**src/rtl/game_pkg.sv**
```systemverilog
// Shared definitions for the sliding-puzzle engine: game status codes,
// move bit indices, move-input FSM encoding and BCD helpers.
package game_pkg;

  localparam int unsigned ACT_W    = 4;
  localparam int unsigned DB_CNT_W = 20;

  localparam logic [1:0] GS_CHOSE_BOARD  = 2'b00;
  localparam logic [1:0] GS_GAMING       = 2'b01;
  localparam logic [1:0] GS_GAME_INITIAL = 2'b10;
  localparam logic [1:0] GS_WINNED       = 2'b11;

  localparam int unsigned ACT_UP    = 0;
  localparam int unsigned ACT_RIGHT = 1;
  localparam int unsigned ACT_DOWN  = 2;
  localparam int unsigned ACT_LEFT  = 3;

  localparam logic [1:0] ST_IDLE = 2'd0;
  localparam logic [1:0] ST_FIRE = 2'd1;
  localparam logic [1:0] ST_HOLD = 2'd2;

  typedef struct packed {
    logic [3:0] tens;
    logic [3:0] ones;
  } bcd2_t;

  // Lowest index wins: up > right > down > left.
  function automatic logic [ACT_W-1:0] pick_winner(input logic [ACT_W-1:0] keys);
    logic [ACT_W-1:0] w;
    w = '0;
    if (keys[ACT_UP])         w[ACT_UP]    = 1'b1;
    else if (keys[ACT_RIGHT]) w[ACT_RIGHT] = 1'b1;
    else if (keys[ACT_DOWN])  w[ACT_DOWN]  = 1'b1;
    else if (keys[ACT_LEFT])  w[ACT_LEFT]  = 1'b1;
    return w;
  endfunction

  // Two-digit BCD increment that sticks at 99.
  function automatic bcd2_t bcd_inc_sat(input bcd2_t v);
    bcd2_t r;
    r = v;
    if (v.tens == 4'd9 && v.ones == 4'd9) begin
      r = v;
    end else if (v.ones == 4'd9) begin
      r.ones = 4'd0;
      r.tens = v.tens + 4'd1;
    end else begin
      r.ones = v.ones + 4'd1;
    end
    return r;
  endfunction

endpackage

```
**src/rtl/btn_debounce.sv**
```systemverilog
// One raw button: two-flop synchronizer followed by a hold-time debouncer
// that only accepts a new level after DB_CYCLES consecutive samples.
module btn_debounce
  import game_pkg::*;
#(
  parameter int unsigned DB_CYCLES = 200000
) (
  input  logic clk_d,
  input  logic rst,
  input  logic btn_i,
  output logic db_o
);

  localparam logic [DB_CNT_W-1:0] CNT_LAST = DB_CNT_W'(DB_CYCLES - 1);

  logic                s1_q, s2_q;
  logic                db_q, db_d;
  logic [DB_CNT_W-1:0] cnt_q, cnt_d;

  always_ff @(posedge clk_d) begin
    if (rst) begin
      s1_q  <= 1'b0;
      s2_q  <= 1'b0;
      db_q  <= 1'b0;
      cnt_q <= '0;
    end else begin
      s1_q  <= btn_i;
      s2_q  <= s1_q;
      db_q  <= db_d;
      cnt_q <= cnt_d;
    end
  end

  // Counter runs only while the synchronized level disagrees with db.
  always_comb begin
    db_d  = db_q;
    cnt_d = '0;
    if (s2_q != db_q) begin
      if (cnt_q == CNT_LAST) begin
        db_d  = s2_q;
        cnt_d = '0;
      end else begin
        cnt_d = cnt_q + DB_CNT_W'(1);
      end
    end
  end

  assign db_o = db_q;

endmodule

```
**src/rtl/move_input.sv**
```systemverilog
// Direction-key front end: debounces four buttons, emits one one-hot move
// pulse per press while GAMING, and keeps a saturating BCD move count.
module move_input
  import game_pkg::*;
#(
  parameter int unsigned DB_CYCLES = 200000
) (
  input  logic             clk_d,
  input  logic             rst,
  input  logic [ACT_W-1:0] btn,
  input  logic [1:0]       game_status,
  output logic [ACT_W-1:0] act,
  output logic [7:0]       move_cnt,
  output logic             cnt_full
);

  logic [ACT_W-1:0] db;
  logic [1:0]       state_q, state_d;
  logic [ACT_W-1:0] act_q, act_d;
  bcd2_t            cnt_q, cnt_d;

  for (genvar i = 0; i < ACT_W; i++) begin : g_db
    btn_debounce #(
      .DB_CYCLES(DB_CYCLES)
    ) u_db (
      .clk_d(clk_d),
      .rst  (rst),
      .btn_i(btn[i]),
      .db_o (db[i])
    );
  end

  always_ff @(posedge clk_d) begin
    if (rst) begin
      state_q <= ST_IDLE;
      act_q   <= '0;
      cnt_q   <= '0;
    end else begin
      state_q <= state_d;
      act_q   <= act_d;
      cnt_q   <= cnt_d;
    end
  end

  // One move per press: any key activity leaves IDLE, and HOLD waits for all
  // keys released, so extra keys and auto-repeat are ignored.
  always_comb begin
    state_d = state_q;
    act_d   = '0;
    case (state_q)
      ST_IDLE: begin
        if (db != '0) begin
          if (game_status == GS_GAMING) begin
            state_d = ST_FIRE;
            act_d   = pick_winner(db);
          end else begin
            state_d = ST_HOLD;
          end
        end
      end
      ST_FIRE: state_d = ST_HOLD;
      ST_HOLD: begin
        if (db == '0) state_d = ST_IDLE;
      end
      default: state_d = ST_IDLE;
    endcase
  end

  // Clear on GAME_INITIAL wins over counting the pulse just emitted.
  always_comb begin
    cnt_d = cnt_q;
    if (game_status == GS_GAME_INITIAL) begin
      cnt_d = '0;
    end else if (act_q != '0) begin
      cnt_d = bcd_inc_sat(cnt_q);
    end
  end

  assign act      = act_q;
  assign move_cnt = cnt_q;
  assign cnt_full = (cnt_q.tens == 4'd9) && (cnt_q.ones == 4'd9);

endmodule

```
**config.mk**
```make
export PLATFORM = sky130hd
export DESIGN_NAME = move_input
export DESIGN_NICKNAME = d
export VERILOG_FILES = /design/src/rtl/game_pkg.sv /design/src/rtl/btn_debounce.sv /design/src/rtl/move_input.sv
export SDC_FILE = /design/constraint.sdc
export NUM_CORES = 1
export LEC_CHECK = 0
export CAP_MARGIN = 10
export CORE_UTILIZATION = 40
export CTS_BUF_LIST = sky130_fd_sc_hd__clkbuf_16
export DETAILED_ROUTE_END_ITERATION = 10
export GPL_TIMING_DRIVEN = 1
export PLACE_DENSITY_LB_ADDON = 0.25
export SKIP_LAST_GASP = 1
export SYNTH_ARGS = -nofsm -noshare
export SYNTH_HDL_FRONTEND = slang
export SYNTH_HIERARCHICAL = 1
export SYNTH_SLANG_ARGS = --single-unit
export TNS_END_PERCENT = 30
```
**constraint.sdc**
```tcl
create_clock -name clk_d -period 2.5 [get_ports clk_d]
set_input_delay 0.5 -clock clk_d [delete_from_list [all_inputs] [get_ports clk_d]]
set_output_delay 0.5 -clock clk_d [all_outputs]
set_load 0.01 [all_outputs]
```
Yosys cells after proc, flatten, opt, wreduce, memory -nomap -nowiden
Cells that the tools add are included.
Operators by class
  reduce and logical (&&, ||, !) cells: 21
  multiplexer cells: 9
  bitwise operators: 8
  $add $sub $neg: 6
  eq/ne operators: 16
Operators by type and width (count)
  adder 20 x 1 -> 20 bit, second input constant: 4
  == test 20 x 18 -> 1 bit, second input constant: 4
  AND reduction 2 bit: 6
  OR reduction 3 bit: 4
  adder 4 x 1 -> 4 bit, second input constant: 2
  == test 4 bit, second input constant: 2
  inverter 1 bit: 8
  nonzero test 4 bit: 2
  OR reduction 7 bit: 1
  2-to-1 mux 2 bit: 3
  case mux 2 bit (3 select lines): 1
  OR reduction 6 bit: 1
  OR reduction 5 bit: 1
  == test 2 x 1 -> 1 bit, second input constant: 2
  == test 2 bit, second input constant: 2
  logical NOT 4 bit: 1
  2-to-1 mux 1 bit: 4
  2-to-1 mux 4 bit: 1
  inequality test 1 bit: 4
  inequality test 2 bit, second input constant: 2
  OR reduction 4 bit: 1
  AND reduction 3 bit: 1
  logical NOT 2 bit: 1
  OR reduction 2 bit: 1
  logical AND 1 bit: 1
Storage, ports and cells
  flip-flop bits (word level): 106
  bits of input ports: 8
  logic and storage cells: 83
  output and inout bits: 13

Longest topological paths before layout
Gate-level depths: netlist of the first run.
  depth in word-level cells: 4
  depth in mapped cells: 6
  depth with buffers taken out: 5

Cells and area by module
The synthesis of the first run kept the hierarchy.
By module, submodules not included
  btn_debounce: times used 4, cells an instance 115, area each 1012.2 um2, seq. area each 460.4 um2
  move_input: times used 1, cells an instance 72, area each 713.2 um2, seq. area each 280.3 um2

Least setup slack after synthesis of the first run
Ideal clock, no wire load.
  path kind: reg-to-reg
  from: reg g_db[0].u_db.cnt_q[0]
  to: reg g_db[0].u_db.cnt_q[12]
  path buffers: 1
  library setup time: 0.117 ns
  setup slack: 0.557 ns
  data arrival time: 1.826 ns
  clock period less this slack: 1.943 ns
  required time: 2.383 ns
  cell stages (with the launch flop): 7
  cells stage by stage: dfxtp_1 ha_1 nand3_1 or4_4 o21ai_2 buf_2 nor2_1
Between the ends
  longest elaborated chain between the ends: 2
  elaborated cells between the ends (all ways): 3
  classes of those cells: add/sub (1); eq/ne (1); reduce/logical (1)
RTL lines
  from (decl): line btn_debounce.sv:18  | logic [DB_CNT_W-1:0] cnt_q, cnt_d;
  from (signal assigned): line btn_debounce.sv:30  | cnt_q <= cnt_d;
  branches (longest 2 deep; another with adder 20 x 1 -> 20 bit)
Parallel ways; which one is timed is not known.
A chain may end at the register's enable or synchronous reset.

Worst setup path after layout of the first run
  from: reg cnt_q (netlist bit move_cnt[5])
  to: out cnt_full
Between the ends
  longest elaborated chain between the ends: 2
RTL lines
  from (decl): line move_input.sv:20  | bcd2_t cnt_q, cnt_d;
  from (signal assigned): line move_input.sv:41  | cnt_q <= cnt_d;
  == test 4 bit: line move_input.sv:81  | assign cnt_full = (cnt_q.tens == 4'd9) && (cnt_q.ones == 4'd9);
  logical AND 1 bit: line move_input.sv:81
  to (decl): line move_input.sv:14  | output logic cnt_full
No other way between the ends.

==> results.yml, run 1 <==
outcome:
  run_status: "finished with violations"
  failed_checks: "DRC"
cts:
  cts_buffer_depth: 2
  clock-root-buffer: "clkbuf_16"
  clock_sinks: 106
  cts_buffers: 9
  ctsHoldBuffers: 0
  insertion_delay_ns: 0.34
  clk_pin_slew_ns: 0.07
  cts_max_level: 3
  cts_tree: "yes"
timing:
  setup_slack_ns: 0.115
  finalSetupTns_ns: 0
  setup_viol_count_final: 0
  clock_skew_ns: 0.00874
  layout_min_cycle_time_ns: 2.39
  worst_pin_slew_ns: 0.690
  relSlewSlack: 0.535
  period_share: 0.954
  hold_viol: 0
  max_freq_ghz: 0.419
  slew_viol_final: 0
  rsz0062_at_grt: "no"
logic_synthesis:
  netlist_area_sq_mm: 0.00476
  syn_avg_cell_area_sq_um: 8.95
  synth-seq-area-share: 0.446
  yosys_warnings: 6
  yosys-top-cells-area: "dfxtp_1 45%, xnor2_1 11%, nor2_1 7.4%"
  synth-main-ff-cell: "dfxtp_1"
  yosysUniqueCellTypes: 41
  synth_enable_flop_cells: 0
  synth_top_cell_by_area: "dfxtp_1"
  synth_nets: 546
  syn-instance-count: 532
  ys_ff_latch: 106
  async_flop_share: 0
  synth_top_area_frac: 0.446
route:
  routedWlPerCell_um: 12.5
  drt-initial-drc-count: 254
  ant_nets: 0
  drt_wl_total_um: 8880
  drc: 10
  drt-pass1-iter-count: 7
  via_per_inst: 5.21
  vias: 3711
worst_setup_path:
  reg2reg_depth: 5
  endpoint_kind: "output pin"
  r2r-start: "g_db[0].u_db/cnt_q[6]"
  cp_max_fo: 5
  crit_arrival_ns: 1.89
  crit_end: "cnt_full"
  crit_type: "reg2out"
  rr_endpoint: "g_db[0].u_db/cnt_q[6]"
  startpoint_type: "flip-flop"
  cp_slowest_cell: "clkdlybuf4s50_1"
  crit_start: "move_cnt[5]"
  r2r_slack_ns: 0.51
  cp_cell_sequence: "inv_1 > ha_1 > and3b_1 > and2b_2 > clkdlybuf4s50_1"
  required_ns: 2.00
  max_stage_delay_ns: 0.48
finish:
  seq_area_sq_mm: 0.00212
  nets: 578
  nFillCells: 1111
  syn_to_final_growth_pct: 14.3
  final_core_util: 0.473
  multi_input_area_sq_mm: 0.00250
  diodes: 0
  drive_above_1_share: 0.0633
grt:
  grt_pass1_vias: 3413
  grt.total_usage: 0.153
  grt_pass1_wl_um: 15700
  grt_overflow: 0
  antenna_found_initial: 0
  grt_max_degree: 39
min_path:
  hp-class: "reg2reg"
  hold_depth: 1
die:
  die_h_um: 111
  io_pins: 21
  die_width_um: 111
  start_util: 0.414
  die_area_sq_mm: 0.0123
  row_count: 39
  core_sq_mm: 0.0115
power:
  total_power_w: 0.00300
  ir_worst_vdd_mv: 0.326
  power.density_mw_per_mm2: 551
  power.leakage_nw: 1.54
placed_design:
  gp_congestion: 0.789
  port-buffer-count: 20
  dp_hpwl_um: 6190
  dp_slack_ns: 0.450
run:
  drv_cap: 0
==> routing by layer <==
layer | vias to the layer above | part of all wire | global-route usage
li1 | 1936 | - | -
met1 | 1714 | 0.51 | 0.204
met2 | 52 | 0.44 | 0.237
met3 | 9 | 0.037 | 0.0366
met4 | 0 | 0.010 | 0.0613
met5 | - | 0 | 0
==> stage by stage <==
| stage | hold WS (ns) | instances | instance area (sq um) |
|---|---|---|---|
| final | 0.440 | 712 | 5440 |
| after global routing | 0.470 | 712 | 5440 |
| after CTS | 0.443 | 712 | 5440 |
| after detailed placement | 0.426 | 696 | 5190 |
| after global placement | 0.422 | 696 | 5190 |
| after floorplan | 0.414 | 532 | 4760 |
==> state kept, by name, summed over array words and instances, names as in the netlist <==
register         flops
g_db.u_db/s1_q       4
g_db.u_db/db_o       4
state_q              2
g_db.u_db/s2_q       4
g_db.u_db/cnt_q     80
move_cnt             8
act                  4
==> what timing repair did <==
item | in CTS | in global routing
setup buffers | 0 | 0
resized for setup | 0 | 1
endpoints found under the setup margin | 0 | 1
==> layout make-up <==
type / instances / share of cell area
timing repair buffer: 29 / 0.0515
clock inverter: 7 / 0.00575
sequential: 106 / 0.390
inverter: 28 / 0.0193
tap: 143 / 0.0329
multi-input combinational: 390 / 0.459
clock buffer: 9 / 0.0414
==> synthesized netlist by cell type (all sizes together), types with 2 or more instances <==
master / n
a2111oi: 5
a211o: 2
a21oi: 13
and3: 5
and4: 4
buf: 4
clkbuf: 4
dfxtp: 106
ha: 6
inv: 28
mux2i: 14
nand2: 23
nand2b: 7
nand3: 30
nand4: 16
nor2: 94
nor2b: 8
nor3: 25
nor3b: 2
nor4: 25
nor4b: 9
o211ai: 2
o21ai: 10
o31ai: 2
or3: 3
or4: 5
or4b: 8
xnor2: 60
xor2: 4
==> worst max-delay path, delay by kind of cell, from the launching register on <==
kind / cells / cell delay (ns)
and+or+nand+nor: 2 / 0.44
DFF: 1 / 0.36
adders and majority gates: 1 / 0.18
buffers and inverters: 2 / 0.56
==> power by group <==
group	switching, W	internal [W]
registers	0.00000397	0.00170
logic	0.0000329	0.0000265
clock network	0.000584	0.000656
==> worst min path at each step <==
stage                        end  slack [ns]         startpoint
5_1_grt        g_db[1].u_db/s2_q        0.47  g_db[1].u_db/s1_q
2_1_floorplan  g_db[0].u_db/s2_q        0.41  g_db[0].u_db/s1_q
6_report       g_db[1].u_db/s2_q        0.44  g_db[1].u_db/s1_q
3_3_place_gp   g_db[2].u_db/s2_q        0.42  g_db[2].u_db/s1_q
3_5_place_dp   g_db[1].u_db/s2_q        0.43  g_db[1].u_db/s1_q
4_1_cts        g_db[1].u_db/s2_q        0.44  g_db[1].u_db/s1_q
==> cell usage in the layout, fill, tap and decap left out, types with 9 or more instances in the layout <==
cell type          n
a21oi_1           13
dfxtp_1          105
inv_1             32
nor4_1            24
nand2_1           23
mux2i_1           14
nor2_1            94
nand4_1           16
clkdlybuf4s50_1   20
clkbuf_16          9
nor3_1            25
xnor2_1           60
nand3_1           30
nor4b_1            9
==> logic make-up (layout without fill, tap and decap cells) <==
logic type,after synthesis,count (layout),share of synthesized area
AO/OA/AOI/OAI,39,39,0.0623
adder cells (fa/ha/maj),6,6,0.0158
AND/OR/NAND/NOR,267,267,0.300
multiplexers,14,14,0.0294
buffers and inverters,36,73,0.0294
flip-flops,106,106,0.446
XOR/XNOR,64,64,0.118
Power figures use the tool's default switching activity.
==> inputs of run 2 (changes only) <==
--- a/config.mk
+++ b/config.mk
@@ -10,8 +10,10 @@
 export CTS_BUF_LIST = sky130_fd_sc_hd__clkbuf_16
 export DETAILED_ROUTE_END_ITERATION = 10
 export GPL_TIMING_DRIVEN = 1
+export HOLD_SLACK_MARGIN = 0.05
 export PLACE_DENSITY_LB_ADDON = 0.25
 export SKIP_LAST_GASP = 1
+export SLEW_MARGIN = 10
 export SYNTH_ARGS = -nofsm -noshare
 export SYNTH_HDL_FRONTEND = slang
 export SYNTH_HIERARCHICAL = 1
==> results of run 2 <==
Final layout, timing and power as in run 1 (identical DEF).
==> inputs of run 3 (changes only) <==
--- a/config.mk
+++ b/config.mk
@@ -8,6 +8,7 @@
 export CAP_MARGIN = 10
 export CORE_UTILIZATION = 40
 export CTS_BUF_LIST = sky130_fd_sc_hd__clkbuf_16
+export CTS_CLUSTER_SIZE = 20
 export DETAILED_ROUTE_END_ITERATION = 10
 export GPL_TIMING_DRIVEN = 1
 export HOLD_SLACK_MARGIN = 0.05
==> results of run 3 <==
Final layout, timing and power as in run 1 (identical DEF).
